## config.mk

```make
export PLATFORM = sky130hd
export DESIGN_NAME = branch_predict_pcsrc
export DESIGN_NICKNAME = d
export VERILOG_FILES = /design/src/rtl/branch_predict_pcsrc.sv
export SDC_FILE = /design/constraint.sdc
export NUM_CORES = 2
export LEC_CHECK = 0
export CAP_MARGIN = 20
export CORE_ASPECT_RATIO = 0.7
export CORE_MARGIN = 2
export CORE_UTILIZATION = 40
export DETAILED_ROUTE_END_ITERATION = 10
export SLEW_MARGIN = 15
export SYNTH_ARGS = -nofsm -noshare
export SYNTH_HDL_FRONTEND = slang
export SYNTH_SLANG_ARGS = --single-unit
```

## constraint.sdc

```tcl
create_clock -name clk -period 5.85 [get_ports clk]
set_input_delay 1.17 -clock clk [delete_from_list [all_inputs] [get_ports clk]]
set_output_delay 1.17 -clock clk [all_outputs]
set_load 0.005 [all_outputs]
```

## src/rtl/branch_predict_pcsrc.sv

```systemverilog
// ============================================================================
// branch_predict_pcsrc : direct-mapped BTB with saturating direction counters,
//                        execute-stage resolution, PC-source select and perf counters
// Revision : 1.0
// ============================================================================
`default_nettype none

module branch_predict_pcsrc #(
  parameter int ADDR_WIDTH  = 32,
  parameter int BTB_ENTRIES = 16,
  parameter int CNT_BITS    = 2,
  parameter int PERF_WIDTH  = 16
) (
  input  logic                  clk,
  input  logic                  rst_n,
  input  logic [ADDR_WIDTH-1:0] pcf,
  output logic                  predict_takenf,
  output logic [ADDR_WIDTH-1:0] predict_targetf,
  input  logic                  valid_e,
  input  logic                  branche,
  input  logic                  jale,
  input  logic                  jalre,
  input  logic                  condition_mete,
  input  logic [ADDR_WIDTH-1:0] pce,
  input  logic [ADDR_WIDTH-1:0] targete,
  input  logic                  pred_takene,
  input  logic [ADDR_WIDTH-1:0] pred_targete,
  output logic [1:0]            pcsrc,
  output logic                  flush,
  output logic [PERF_WIDTH-1:0] branch_count,
  output logic [PERF_WIDTH-1:0] mispredict_count
);

  localparam int IDX   = $clog2(BTB_ENTRIES);
  localparam int TAG_W = ADDR_WIDTH - IDX - 2;

  localparam logic [1:0] C_PC_SEQ  = 2'b00;
  localparam logic [1:0] C_PC_PRED = 2'b01;
  localparam logic [1:0] C_PC_TGT  = 2'b10;
  localparam logic [1:0] C_PC_FALL = 2'b11;

  localparam logic [CNT_BITS-1:0]   C_CNT_MAX  = '1;
  localparam logic [CNT_BITS-1:0]   C_CNT_WT   = CNT_BITS'(1) << (CNT_BITS - 1);
  localparam logic [CNT_BITS-1:0]   C_CNT_WNT  = C_CNT_WT - CNT_BITS'(1);
  localparam logic [PERF_WIDTH-1:0] C_PERF_MAX = '1;

  logic                  r_valid  [BTB_ENTRIES];
  logic [TAG_W-1:0]      r_tag    [BTB_ENTRIES];
  logic [ADDR_WIDTH-1:0] r_target [BTB_ENTRIES];
  logic [CNT_BITS-1:0]   r_cnt    [BTB_ENTRIES];
  logic [PERF_WIDTH-1:0] r_branch_cnt;
  logic [PERF_WIDTH-1:0] r_mispred_cnt;

  logic [IDX-1:0]        w_fidx;
  logic [IDX-1:0]        w_eidx;
  logic [TAG_W-1:0]      w_etag;
  logic                  w_fhit;
  logic                  w_ehit;
  logic                  w_taken_e;
  logic                  w_redirect;
  logic [1:0]            w_redir_sel;
  logic                  w_wr_en;
  logic [ADDR_WIDTH-1:0] w_wr_target;
  logic [CNT_BITS-1:0]   w_wr_cnt;
  logic                  w_unused_pc_lsbs;

  assign w_unused_pc_lsbs = ^{pcf[1:0], pce[1:0]};

  // Fetch lookup reads the array before any same-cycle update lands.
  assign w_fidx          = pcf[IDX+1:2];
  assign w_fhit          = r_valid[w_fidx] && (r_tag[w_fidx] == pcf[ADDR_WIDTH-1:IDX+2]);
  assign predict_takenf  = w_fhit && r_cnt[w_fidx][CNT_BITS-1];
  assign predict_targetf = w_fhit ? r_target[w_fidx] : '0;

  assign w_eidx    = pce[IDX+1:2];
  assign w_etag    = pce[ADDR_WIDTH-1:IDX+2];
  assign w_ehit    = r_valid[w_eidx] && (r_tag[w_eidx] == w_etag);
  assign w_taken_e = jale || (branche && condition_mete);

  always_comb begin
    w_redirect  = 1'b0;
    w_redir_sel = C_PC_TGT;
    if (valid_e) begin
      if (jalre) begin
        w_redirect = 1'b1;
      end else if (w_taken_e) begin
        w_redirect = !pred_takene || (pred_targete != targete);
      end else if (branche && pred_takene) begin
        w_redirect  = 1'b1;
        w_redir_sel = C_PC_FALL;
      end
    end
  end

  assign pcsrc = w_redirect ? w_redir_sel : (predict_takenf ? C_PC_PRED : C_PC_SEQ);
  assign flush = w_redirect;

  always_comb begin
    w_wr_en     = 1'b0;
    w_wr_target = targete;
    w_wr_cnt    = r_cnt[w_eidx];
    if (valid_e && !jalre) begin
      if (jale) begin
        w_wr_en  = 1'b1;
        w_wr_cnt = C_CNT_MAX;
      end else if (branche) begin
        if (w_ehit) begin
          w_wr_en = 1'b1;
          if (condition_mete) begin
            w_wr_cnt = (r_cnt[w_eidx] == C_CNT_MAX) ? C_CNT_MAX : r_cnt[w_eidx] + CNT_BITS'(1);
          end else begin
            w_wr_target = r_target[w_eidx];
            w_wr_cnt    = (r_cnt[w_eidx] == '0) ? '0 : r_cnt[w_eidx] - CNT_BITS'(1);
          end
        end else if (condition_mete) begin
          w_wr_en  = 1'b1;
          w_wr_cnt = C_CNT_WT;
        end
      end
    end
  end

  always_ff @(posedge clk or negedge rst_n) begin
    if (!rst_n) begin
      for (int i = 0; i < BTB_ENTRIES; i++) begin
        r_valid[i]  <= 1'b0;
        r_tag[i]    <= '0;
        r_target[i] <= '0;
        r_cnt[i]    <= C_CNT_WNT;
      end
    end else if (w_wr_en) begin
      r_valid[w_eidx]  <= 1'b1;
      r_tag[w_eidx]    <= w_etag;
      r_target[w_eidx] <= w_wr_target;
      r_cnt[w_eidx]    <= w_wr_cnt;
    end
  end

  always_ff @(posedge clk or negedge rst_n) begin
    if (!rst_n) begin
      r_branch_cnt  <= '0;
      r_mispred_cnt <= '0;
    end else if (valid_e) begin
      if ((branche || jale || jalre) && (r_branch_cnt != C_PERF_MAX)) begin
        r_branch_cnt <= r_branch_cnt + PERF_WIDTH'(1);
      end
      if (w_redirect && (r_mispred_cnt != C_PERF_MAX)) begin
        r_mispred_cnt <= r_mispred_cnt + PERF_WIDTH'(1);
      end
    end
  end

  assign branch_count     = r_branch_cnt;
  assign mispredict_count = r_mispred_cnt;

endmodule

`default_nettype wire

```

==> results.json <==
{
  "drive_gt1_share_pct": 50.5,
  "switching_share_pct": 27.1,
  "ioPinCount": 204,
  "synth.distinct_cells": 69,
  "gp_congestion": 0.901,
  "synth_edf_count": 0,
  "wl_per_cell_um": 30.1,
  "r2r_slack_ns": 1.58,
  "drcViolationCount": 0,
  "clk_pin_slew_ns": 0.06,
  "slew_headroom_pct": 31.0,
  "n_fill_cell": 11600,
  "synth_xor_xnor_area_share_pct": 1.73,
  "clock_path_buffers": 3,
  "skew_ns": 0.0390,
  "cts_tree": "built",
  "power_frac_comb_pct": 19.8,
  "antenna_found_initial": 11,
  "numClockSinks": 1008,
  "setup_viol": 0,
  "post_dp_cell_area_sq_um": 60500,
  "area.growth.synth_to_final_pct": 17.7,
  "viasPerCell": 6.13,
  "cp_max_fo": 7,
  "finalPower_mw": 20.1,
  "p_switching_mw": 5.44,
  "power.share.sequential_pct": 45.0,
  "io_buffers": 199,
  "critPathMaxStageDelay_ns": 0.51,
  "synthFlopType": "dfrtp_1",
  "start_util_pct": 40.3,
  "slew_viol_final": 0,
  "dieArea_sq_um": 140000,
  "ys_async_sr_fraction_pct": 100,
  "cap_violations": 0,
  "core.rowCount": 113,
  "pwr_density_cell_nw_per_um2": 311,
  "setup_ws_ns": 0.0640,
  "chipHeight_um": 313,
  "ant_nets": 0,
  "cts_made_buffers": 104,
  "cp.required_ns": 4.68,
  "synth_nets": 3635,
  "fin_nets": 3842,
  "period_share_pct": 98.9,
  "fmax_mhz": 173,
  "cts-root-buf": "clkbuf_16",
  "yosys.area_share.simple_pct": 2.25,
  "rr_startpoint": "r_tag[227]$_DFFE_PN0P_",
  "routed-via-count": 34200,
  "outcome": "finished, final reports clean",
  "rr_endpoint": "r_target[108]$_DFFE_PN0P_",
  "synthMuxAreaShare_pct": 44.9,
  "yosysTopAreaCell": "dfrtp_1",
  "p_leak_nw": 27.8,
  "drt_iter0_drc": 3120,
  "synthAdderAreaFrac_pct": 0.0641,
  "slowest_stage": "mux4_2",
  "yosys_warnings": 0,
  "fp.coreArea_sq_um": 136000,
  "place_ws_ns": -0.241,
  "syn_area_sq_um": 54700,
  "grt_max_degree": 143,
  "seq_area_sq_um": 25200,
  "overflow": 0,
  "grt_pass1_vias": 35000,
  "synth_top_family_by_area": "multiplexers",
  "r2r_cells": 12,
  "postSynthCellCount": 3497,
  "synth_compound_area_share_pct": 2.02,
  "crit_top_cell": "buf_12",
  "hold_viol": 0,
  "rsz0062_at_grt": "true",
  "worstSetupEndpointType": "output pin",
  "multi_input_area_sq_um": 28100,
  "wl_um": 168000,
  "seq_area_frac_synth_pct": 46.2,
  "worstPathArrival_ns": 4.62,
  "worstMarginPinSlew_ns": 1.04,
  "die_x_um": 446,
  "worstHoldPathType": "in -> async",
  "clkPwrFrac_pct": 35.2,
  "fin_area_sq_um": 64400,
  "postSynthAreaPerCell_sq_um": 15.6,
  "dp_hpwl_um": 109000,
  "ys_ff_latch": 1008,
  "start_kind": "input port",
  "grt_pass1_wl_um": 251000,
  "yosys.area.top_type_share_pct": 45.4,
  "ir_drop_mv": 0.239,
  "internal_power_mw": 14.6,
  "fin_tns_setup_ns": 0,
  "path_cells": "buf_16, buf_12, buf_12, buf_16, mux4_2, mux4_2, xnor2_2, nand4_1, nor2_2, nand4_1, buf_12, nor2_1, buf_4, clkdlybuf4s50_1",
  "firstDrtPassIters": 5,
  "cp_num_buf_inv": 7,
  "cts_hold_buf": 0,
  "critPathKind": "in -> out",
  "htree_levels": 3,
  "grt_usage_pct": 24.3,
  "cpLargestDelayFamily": "buffers and inverters",
  "min_period_ns": 5.79,
  "yosys-top-cells-area": "dfrtp_1, mux4_2, mux2_2",
  "final_util_pct": 47.4,
  "worstSkewPairLatency_ns": 0.74
}
## routing by layer
layer / up-vias / GRT usage (%) / part of all wire (%)
met5: - / 0 / 0.011
met4: 4 / 5.21 / 2.2
met3: 217 / 5.05 / 6.7
met2: 1157 / 36.2 / 45
met1: 18800 / 36.7 / 46
li1: 14000 / - / -
## worst reg2reg max path: cells and delay by family, from the launching register on
kind / cells / cell delay [ns]
AO/OA/AOI/OAI: 5 / 1.87
flip-flops: 1 / 0.39
buffers and inverters: 3 / 0.67
AND/OR/NAND/NOR: 2 / 0.29
multiplexers: 2 / 0.93
## worst max path at each step
stage                start            endpoint  slack (ns)  cells after the start
global placement    pcf[2]            pcsrc[0]       -0.22                     13
global route        pcf[2]  predict_targetf[7]       -0.02                     14
floorplan           pcf[2]  predict_targetf[0]        0.33                      9
CTS                 pcf[2]  predict_targetf[1]       0.003                     13
detailed placement  pcf[2]            pcsrc[0]       -0.24                     13
finish              pcf[2]      predict_takenf        0.06                     14
## flip-flops by register name (all words and copies together) (netlist names)
signal	flops
r_target	512
r_tag	416
r_cnt	32
branch_count	16
mispredict_count	16
r_valid	16
## cells in the mapped netlist (31+ instances only)
| cell | number |
|---|---|
| nand2_1 | 38 |
| mux2_1 | 128 |
| dfrtp_1 | 992 |
| mux2i_1 | 102 |
| buf_4 | 34 |
| xor2_1 | 31 |
| buf_1 | 50 |
| mux4_2 | 531 |
| nor2b_1 | 37 |
| mux2_2 | 898 |
| nor2_1 | 32 |
| xnor2_1 | 77 |
| buf_2 | 94 |
| clkbuf_1 | 157 |
## layout make-up
class	count	share of cell area (%)
antenna	1	0.00389
clock buffer	146	4.60
clock inverter	44	0.904
inverter	21	0.122
multi-input combinational	2132	43.6
sequential	1008	39.2
tap	1782	3.46
timing repair buffer	437	8.11
## power groups by stage
stage | registers, mW | logic, mW | clock network (mW)
floorplan | 8.77 | 2.81 | 0
finish | 9.02 | 3.98 | 7.05
global placement | 9.08 | 3.87 | 0
global route | 9.17 | 4.25 | 7.49
detailed placement | 9.10 | 3.94 | 0
CTS | 8.99 | 3.97 | 7.19
## timing repair
action,in CTS,in global routing
gates cloned,1,0
buffers inserted,2,3
pin swaps,6,8
gates resized for setup,26,30
setup endpoints to repair,33,24
## through the flow
step / hold slack (ns) / instances
6_report: 0.463 / 5571
5_1_grt: 0.472 / 5571
4_1_cts: 0.456 / 5567
3_5_place_dp: 0.476 / 5374
3_3_place_gp: 0.478 / 5374
2_1_floorplan: 0.452 / 3497
## placed cells by master, fill, tap and decap left out, drive strengths merged, types with 5 or more instances in the layout
master,synthesis,routed
mux2,1026,1026
dfrtp,992,992
mux4,531,531
buf,179,247
clkdlybuf4s50,0,162
clkbuf,157,147
mux2i,102,102
xnor2,77,77
nand2,38,38
nor2b,37,37
nor2,32,32
xor2,31,31
a21oi,26,26
clkinv,0,24
inv,21,24
nand4,23,23
nand3,22,22
a22oi,22,22
o22ai,20,20
or2,19,19
dlymetal6s2s,0,19
dfstp,16,16
bufinv,0,13
nand2b,11,11
nor3,10,10
and3,10,10
a211oi,10,10
a221oi,8,8
dlygate4sd2,0,8
o21ai,7,7
a31oi,6,6
o2111ai,6,6
nor4,5,5
## kinds of logic (layout without fill, tap and decap cells)
group	count (synthesis)	count (layout)
AO/OA/AOI/OAI	137	137
AND/OR/NAND/NOR	225	225
other	0	1
buffers and inverters	357	648
multiplexers	1659	1659
XOR/XNOR	108	108
adder cells (fa/ha/maj)	3	3
flip-flops	1008	1008
Note: power is estimated with default switching activity, not from simulation.
